File: config.mk
export PLATFORM = sky130hd
export DESIGN_NAME = wb_ram_arb
export DESIGN_NICKNAME = d
export VERILOG_FILES = /design/src/rtl/wb_ram_arb.sv
export SDC_FILE = /design/constraint.sdc
export NUM_CORES = 1
export LEC_CHECK = 0
export ABC_AREA = 1
export CAP_MARGIN = 5
export CORE_AREA = 2 2 105 107
export CTS_CLUSTER_DIAMETER = 80
export DETAILED_ROUTE_END_ITERATION = 6
export DIE_AREA = 0 0 107 109
export PLACE_DENSITY_LB_ADDON = 0.1
export SLEW_MARGIN = 20
export SYNTH_ARGS = -nofsm -noshare
export SYNTH_HDL_FRONTEND = slang
export SYNTH_SLANG_ARGS = --single-unit
File: constraint.sdc
create_clock -name clk -period 1.3 [get_ports clk]
set_input_delay 0.325 -clock clk [delete_from_list [all_inputs] [get_ports clk]]
set_output_delay 0.325 -clock clk [all_outputs]
set_load 0.05 [all_outputs]
File: src/rtl/wb_ram_arb.sv
// wb_ram_arb: two-master Wishbone arbiter in front of a single wb_ram port.
// A grant is taken per CYC and held until the granted master drops CYC.
// ACK is returned only to the granted master. A stall watchdog ends a hung
// strobe with a one-cycle ERR pulse.
module wb_ram_arb #(
  parameter int DATA_WIDTH      = 32,
  parameter int ADDR_WIDTH      = 16,
  parameter int SELECT_WIDTH    = DATA_WIDTH/8,
  parameter int ARB_ROUND_ROBIN = 1,
  parameter int TIMEOUT         = 16
) (
  input  logic                    clk,
  input  logic                    rst,
  // master 0
  input  logic [ADDR_WIDTH-1:0]   m0_adr_i,
  input  logic [DATA_WIDTH-1:0]   m0_dat_i,
  input  logic                    m0_we_i,
  input  logic [SELECT_WIDTH-1:0] m0_sel_i,
  input  logic                    m0_stb_i,
  input  logic                    m0_cyc_i,
  output logic [DATA_WIDTH-1:0]   m0_dat_o,
  output logic                    m0_ack_o,
  output logic                    m0_err_o,
  // master 1
  input  logic [ADDR_WIDTH-1:0]   m1_adr_i,
  input  logic [DATA_WIDTH-1:0]   m1_dat_i,
  input  logic                    m1_we_i,
  input  logic [SELECT_WIDTH-1:0] m1_sel_i,
  input  logic                    m1_stb_i,
  input  logic                    m1_cyc_i,
  output logic [DATA_WIDTH-1:0]   m1_dat_o,
  output logic                    m1_ack_o,
  output logic                    m1_err_o,
  // RAM port
  output logic [ADDR_WIDTH-1:0]   wb_adr_o,
  output logic [DATA_WIDTH-1:0]   wb_dat_o,
  output logic                    wb_we_o,
  output logic [SELECT_WIDTH-1:0] wb_sel_o,
  output logic                    wb_stb_o,
  output logic                    wb_cyc_o,
  input  logic [DATA_WIDTH-1:0]   wb_dat_i,
  input  logic                    wb_ack_i,
  // status
  output logic [1:0]              grant_o
);

  // Counter is kept at least one bit wide so TIMEOUT=0 still elaborates.
  localparam int TW = (TIMEOUT > 0) ? $clog2(TIMEOUT + 1) : 1;

  logic [1:0]    grant_q, grant_d;
  logic          last_q, last_d;     // 0 = master 0 last granted, 1 = master 1
  logic [TW-1:0] tcnt_q, tcnt_d;
  logic          rearb;
  logic          stb_sel;
  logic          timeout_hit;

  assign timeout_hit = (TIMEOUT > 0) && (tcnt_q == TW'(TIMEOUT));

  // State registers; last resets to master 1 so master 0 wins the first tie.
  always_ff @(posedge clk or posedge rst) begin
    if (rst) begin
      grant_q <= 2'b00;
      last_q  <= 1'b1;
      tcnt_q  <= '0;
    end else begin
      grant_q <= grant_d;
      last_q  <= last_d;
      tcnt_q  <= tcnt_d;
    end
  end

  // Arbitration: only when idle or the owner has released CYC.
  always_comb begin
    grant_d = grant_q;
    last_d  = last_q;
    rearb   = (grant_q == 2'b00) || (grant_q[0] && !m0_cyc_i) || (grant_q[1] && !m1_cyc_i);
    if (rearb) begin
      unique case ({m1_cyc_i, m0_cyc_i})
        2'b01:   grant_d = 2'b01;
        2'b10:   grant_d = 2'b10;
        2'b11:   grant_d = ((ARB_ROUND_ROBIN != 0) && !last_q) ? 2'b10 : 2'b01;
        default: grant_d = 2'b00;
      endcase
      if (grant_d != 2'b00) begin
        last_d = grant_d[1];
      end
    end
  end

  // Request mux toward the RAM; idle grant passes master 0 buses with CYC/STB low.
  always_comb begin
    wb_adr_o = m0_adr_i;
    wb_dat_o = m0_dat_i;
    wb_we_o  = m0_we_i;
    wb_sel_o = m0_sel_i;
    wb_cyc_o = 1'b0;
    stb_sel  = 1'b0;
    if (grant_q[1]) begin
      wb_adr_o = m1_adr_i;
      wb_dat_o = m1_dat_i;
      wb_we_o  = m1_we_i;
      wb_sel_o = m1_sel_i;
      wb_cyc_o = m1_cyc_i;
      stb_sel  = m1_stb_i;
    end else if (grant_q[0]) begin
      wb_cyc_o = m0_cyc_i;
      stb_sel  = m0_stb_i;
    end
    wb_stb_o = stb_sel & ~timeout_hit;
  end

  // Watchdog: counts stalled strobe cycles, restarts on ACK, idle or expiry.
  always_comb begin
    if ((TIMEOUT == 0) || (grant_q == 2'b00) || !stb_sel || wb_ack_i || timeout_hit) begin
      tcnt_d = '0;
    end else begin
      tcnt_d = tcnt_q + TW'(1);
    end
  end

  // Response routing; ACK is masked during an ERR cycle so the two never coincide.
  assign m0_dat_o = wb_dat_i;
  assign m1_dat_o = wb_dat_i;
  assign m0_ack_o = wb_ack_i & grant_q[0] & ~timeout_hit;
  assign m1_ack_o = wb_ack_i & grant_q[1] & ~timeout_hit;
  assign m0_err_o = timeout_hit & grant_q[0];
  assign m1_err_o = timeout_hit & grant_q[1];
  assign grant_o  = grant_q;

endmodule

==> flow_summary.yaml, run 1 <==
route:
  drc_errors: 0
  ant_nets: 0
  drtPass1Iterations: 4
  wirelength_um: 7290
  dr.first_iter.drc_count: 57
  wl_per_cell_um: 13.1
  num_vias: 2125
  avgViaCountPerCell: 3.83
sta:
  rsz0062_at_grt: "yes"
  max_slew_margin_pct: 79.2
  setup_viol_count_final: 65
  hold_viol: 0
  fmax_mhz: 601
  worstMarginPinSlew_ns: 0.312
  drv_slew: 0
  period_share_pct: 128
  fin_ws_ns: -0.363
  layout_min_cycle_time_ns: 1.66
  fin_skew_ns: 0.00492
synth:
  synth_edf_count: 0
  muxShareOfSynthArea_pct: 0
  yosys.area_share.simple_pct: 45.1
  synth_seq_area_share_pct: 12.1
  synthCells: 291
  async_flop_share_pct: 100
  yosysTopAreaCell: "nand2_1"
  ys_warn_count: 0
  synth_top_cell_area_share_pct: 38.2
  ys.flop_type: "dfrtp_1"
  synth-xor-area-share_pct: 1.58
  syn_nets: 438
  ys_ff_latch: 8
  yosysUniqueCellTypes: 22
  synthAdderAreaFrac_pct: 1.51
  synth-compound-area-share_pct: 1.51
  synth_top_family_by_area: "simple AND/OR/NAND/NOR gates"
  ys_top_cells_by_area: "nand2_1 38%, buf_4 29%, dfrtp_1 11%"
  synth_area_per_cell_sq_um: 5.71
  syn_area_sq_mm: 0.00166
die:
  core_area_sq_mm: 0.0106
  boundaryPins: 270
  die_y_um: 109
  die_w_um: 107
  start_util_pct: 15.7
  die_area_sq_mm: 0.0117
  num_rows: 38
layout:
  instances_no_fill: 555
  drive_gt1_share_pct: 42.4
  area_growth_pct: 149
  fill_cells: 1099
  nets: 563
  antenna_cells: 0
critical_path:
  startpoint_type: "register"
  required_ns: 0.98
  cp_max_fo: 5
  worstSetupEndpointType: "output port"
  cp_data_arrival_time_ns: 1.34
  r2r_cells: 7
  worstSetupPathType: "reg -> out"
placed_design:
  placed_cells: 547
  gp_congestion: 0.705
  dp_hpwl_um: 6000
  io_buffer_count: 173
global_routing:
  grt_pass1_vias: 2191
  grt_max_degree: 24
  grt_overflow: 0
  grt_pass1_wl_um: 11100
  antenna_found_initial: 0
  grt_usage_pct: 11.9
cts:
  path_clk_slew_ns: 0.04
  cts_tree: "yes"
  htree_levels: 1
  clkSinkCount: 8
  clk_path_buf_depth: 2
  clk_latency_ns: 0.23
  cts_buffers: 3
  root_buffer: "clkbuf_8"
power_and_ir_drop:
  power_mw: 9.75
  p_clk_share_pct: 3.2
  ir_drop_mv: 0.976
  p_sw_share_pct: 56.1
  p_seq_share_pct: 4.0
  combPwrFrac_pct: 92.8
  power_per_cell_area_mw_per_mm2: 2360
  p_sw_mw: 5.47
  cellInternalPower_mw: 4.28
  leakagePower_nw: 1.87
job:
  drv_cap: 0
status:
  violations: "setup timing"
  outcome: "complete, but fails checks"
min_path:
  hp-class: "in -> async"
## final timing paths
kind | from | endpoint | slack (ns)
max in group asynchronous | rst | last_q | 0.67
hold reg to reg | last_q | last_q | 0.48
setup reg to reg | tcnt_q[0] | tcnt_q[3] | -0.02
min in group clk | last_q | last_q | 0.48
setup / recovery | grant_o[1] | wb_stb_o | -0.36
hold / removal | rst | grant_o[0] | 0.34
## logic make-up after synthesis
| group | count (synthesis) |
|---|---|
| xor gates and xnor gates | 3 |
| and+or+nand+nor | 189 |
| DFF | 8 |
| AOI/OAI and AO/OA | 5 |
| buffers and inverters | 84 |
| adders and majority gates | 2 |
## synth_stat cells (2+ instances only)
| master | count |
|---|---|
| and3_2 | 2 |
| nor2_1 | 8 |
| nand3_1 | 5 |
| xor2_1 | 2 |
| buf_4 | 64 |
| nand2_1 | 169 |
| ha_1 | 2 |
| inv_1 | 7 |
| buf_2 | 2 |
| o21ai_0 | 3 |
| buf_6 | 10 |
| dfrtp_1 | 7 |
## power groups by stage
| stage | sequential (mW) | clock, mW | combinational [mW] |
|---|---|---|---|
| finish | 0.387 | 0.316 | 9.05 |
| global route | 0.398 | 0.345 | 9.52 |
| CTS | 0.387 | 0.327 | 9.19 |
| detailed placement | 0.366 | 0 | 7.53 |
| global placement | 0.365 | 0 | 7.55 |
| floorplan | 0.470 | 0 | 5.81 |
## metrics by stage
stage                     instance area [sq um]  hold WS (ns)  util [%]  setup TNS (ns)  setup slack [ns]
after floorplan                            2160         0.140         -           -7.44            -0.147
after global placement                     3560         0.462      33.6          -10.51            -0.358
after detailed placement                   3560         0.471      33.6          -10.39            -0.356
after CTS                                  4130         0.347      38.9          -20.70            -0.386
after global routing                       4130         0.370      39.0          -23.61            -0.434
final                                      4130         0.340      39.0          -18.94            -0.363
## what timing repair did
item                                   4_1_cts  5_1_grt
hold buffers                                 0        0
resized for setup                          127        1
setup buffers                                3        0
pin swaps                                    3        1
gates cloned                                 1        0
setup endpoints to repair                   60       67
endpoints found under the hold margin        0        0
## flip-flops by register name (all words and copies together) (netlist names)
signal and flops:
tcnt_q 5, grant_o 2, last_q 1
## layout make-up
cell class / instances / area (sq um) / share of cell area, %
Timing Repair Buffer: 196 / 2330 / 56.3
Multi-Input combinational cell: 199 / 1340 / 32.5
Sequential cell: 8 / 204 / 4.94
Tap cell: 140 / 175 / 4.24
Clock buffer: 4 / 45.0 / 1.09
Inverter: 8 / 38.8 / 0.939
## cells in the final DEF, fill, tap and decap left out, types with 3 or more instances in the layout
master           synthesis  final
nand2_1                169     98
inv_1                    7      5
nand3_1                  5      4
buf_8                    0     53
clkdlybuf4s50_1          0    112
nand2_2                  1     16
dfrtp_1                  7      5
nand2_4                  1     56
buf_12                   0     11
clkbuf_8                 0      3
buf_4                   64     14
nor2_1                   8      6
buf_6                   10      5
## per-layer routing
| layer | track usage [%] | share of wire (%) |
|---|---|---|
| met5 | 0 | 0 |
| met4 | 1.86 | 0.81 |
| met3 | 4.24 | 9.8 |
| met2 | 23.8 | 57 |
| met1 | 11.9 | 32 |
## worst max-delay path, cell delays in order (launching register included)
cell and delay [ns]:
dfrtp_2 0.47, buf_4 0.18, nand2_1 0.07, nand2_2 0.08, nand2_2 0.09, clkinvlp_4 0.08, buf_6 0.15
Power figures use the tool's default switching activity.
==> inputs of run 2 (changes only) <==
--- a/config.mk
+++ b/config.mk
@@ -7,10 +7,10 @@
 export LEC_CHECK = 0
 export ABC_AREA = 1
 export CAP_MARGIN = 5
-export CORE_AREA = 2 2 105 107
+export CORE_AREA = 2 2 106 108
 export CTS_CLUSTER_DIAMETER = 80
 export DETAILED_ROUTE_END_ITERATION = 6
-export DIE_AREA = 0 0 107 109
+export DIE_AREA = 0 0 108 110
 export PLACE_DENSITY_LB_ADDON = 0.1
 export SLEW_MARGIN = 20
 export SYNTH_ARGS = -nofsm -noshare
==> constraint.sdc (replaced) <==
create_clock -name clk -period 1.5 [get_ports clk]
set_input_delay 0.375 -clock clk [delete_from_list [all_inputs] [get_ports clk]]
set_output_delay 0.375 -clock clk [all_outputs]
set_load 0.05 [all_outputs]
==> flow_summary.yaml, run 2 (synthesis results as in run 1) <==
sta:
  period_share_pct: 113
  fin_skew_ns: 0.0108
  fin_ws_ns: -0.199
  finalSetupTns_ns: -9.73
  layout_min_cycle_time_ns: 1.70
  rsz0062_at_grt: "yes"
  fmax_mhz: 589
  drv_slew: 0
  worstMarginPinSlew_ns: 0.314
  max_slew_margin_pct: 79.1
  setup_viol_count_final: 60
  hold_viol: 0
route:
  num_vias: 2123
  avgViaCountPerCell: 3.83
  wl_per_cell_um: 13.2
  wirelength_um: 7330
  ant_nets: 0
  drc_errors: 0
  dr.first_iter.drc_count: 62
  drtPass1Iterations: 4
power_and_ir_drop:
  power_mw: 9.54
  power_per_cell_area_mw_per_mm2: 2130
  ir_drop_mv: 0.872
  leakagePower_nw: 2.01
die:
  num_rows: 38
  die_y_um: 110
  die_area_sq_mm: 0.0119
  core_area_sq_mm: 0.0107
  boundaryPins: 270
  die_w_um: 108
  start_util_pct: 15.5
layout:
  seq_area_sq_um: 204
  final_cell_mix: "110 x clkdlybuf4s50_1, 82 x nand2_1, 64 x buf_12, 57 x nand2_4, 32 x nand2_2"
  regMostFlops: "tcnt_q"
  area_growth_pct: 170
  fill_cells: 1077
  instances_no_fill: 555
  multi_input_area_sq_mm: 0.00137
  antenna_cells: 0
  drive_gt1_share_pct: 46.7
  nets: 563
  mostFrequentLayoutCell: "clkdlybuf4s50_1"
  largest_register_ffs: 5
cts:
  clk_latency_ns: 0.23
  cts_buffers: 3
  clk_path_buf_depth: 2
  cts_hold_buf: 0
  path_clk_slew_ns: 0.05
  root_buffer: "clkbuf_8"
  cts_tree: "yes"
  htree_levels: 1
  clkSinkCount: 8
critical_path:
  worstSetupPathType: "reg -> out"
  cp_max_fo: 5
  cp_data_arrival_time_ns: 1.32
  startpoint_type: "register"
  worstSetupEndpointType: "output port"
  required_ns: 1.12
placed_design:
  placed_cells: 545
  gp_congestion: 0.733
  io_buffer_count: 173
  dp_hpwl_um: 5730
status:
  outcome: "complete, but fails checks"
  violations: "setup timing"
job:
  drv_cap: 0
global_routing:
  antenna_found_initial: 0
  grt_pass1_vias: 2029
  grt_overflow: 0
  grt_pass1_wl_um: 10300
  grt_usage_pct: 10.6
  grt_max_degree: 22
min_path:
  hp-class: "in -> async"
run 2: timing repair:
item / CTS / global route
cloned: 1 / 3
pin swaps: 1 / 0
endpoints found under the setup margin: 60 / 60
setup buffers: 2 / 0
resized for setup: 64 / 6
run 2: worst paths after layout:
path                            start  cells after the start  slack [ns]         to
setup / recovery           grant_o[1]                      4       -0.20   m1_ack_o
hold / removal                    rst                      2        0.39  tcnt_q[3]
setup reg to reg           grant_o[1]                      6        0.26  tcnt_q[4]
hold reg to reg                last_q                      2        0.47     last_q
max in group asynchronous         rst                      2        0.81     last_q
min in group clk               last_q                      2        0.47     last_q
run 2: worst max-delay path, cell delays in order, from the launching register on:
cell,delay [ns]
dfrtp_2,0.47
buf_6,0.17
buf_4,0.15
and3_4,0.17
buf_12,0.14
run 2: final cells by class:
type	instances	share of cell area, %
clock buffers	4	1.00
flip-flops and latches	8	4.55
well taps	140	3.91
repair buffers	196	59.0
inverters	8	0.921
multi-input cells	199	30.6
run 2: metrics by stage:
step           worst slack (ns)  hold WS (ns)  utilization (%)  instance area (sq um)
2_1_floorplan            -0.117         0.190                -                   2060
3_3_place_gp             -0.306         0.470             38.4                   4110
3_5_place_dp             -0.288         0.471             38.4                   4110
4_1_cts                  -0.208         0.398             41.0                   4390
5_1_grt                  -0.254         0.445             41.9                   4480
6_report                 -0.199         0.390             41.9                   4480
run 2: where the power goes:
group	switching (mW)	internal (mW)
Sequential	0.0628	0.276
Combinational	4.81	4.13
Clock	0.0858	0.184
run 2: layer usage:
| metal | global-route usage [%] | share of wire (%) |
|---|---|---|
| met4 | 1.83 | 0.40 |
| met3 | 3.41 | 11 |
| met5 | 0 | 0 |
| met2 | 20.4 | 52 |
| met1 | 11.6 | 37 |
==> inputs of run 3 (changes only) <==
--- a/config.mk
+++ b/config.mk
@@ -6,7 +6,7 @@
 export NUM_CORES = 1
 export LEC_CHECK = 0
 export ABC_AREA = 1
-export CAP_MARGIN = 5
+export CAP_MARGIN = 20
 export CORE_AREA = 2 2 106 108
 export CTS_CLUSTER_DIAMETER = 80
 export DETAILED_ROUTE_END_ITERATION = 6
==> results of run 3 <==
The final DEF is identical to that of run 2; final timing and power are the same.
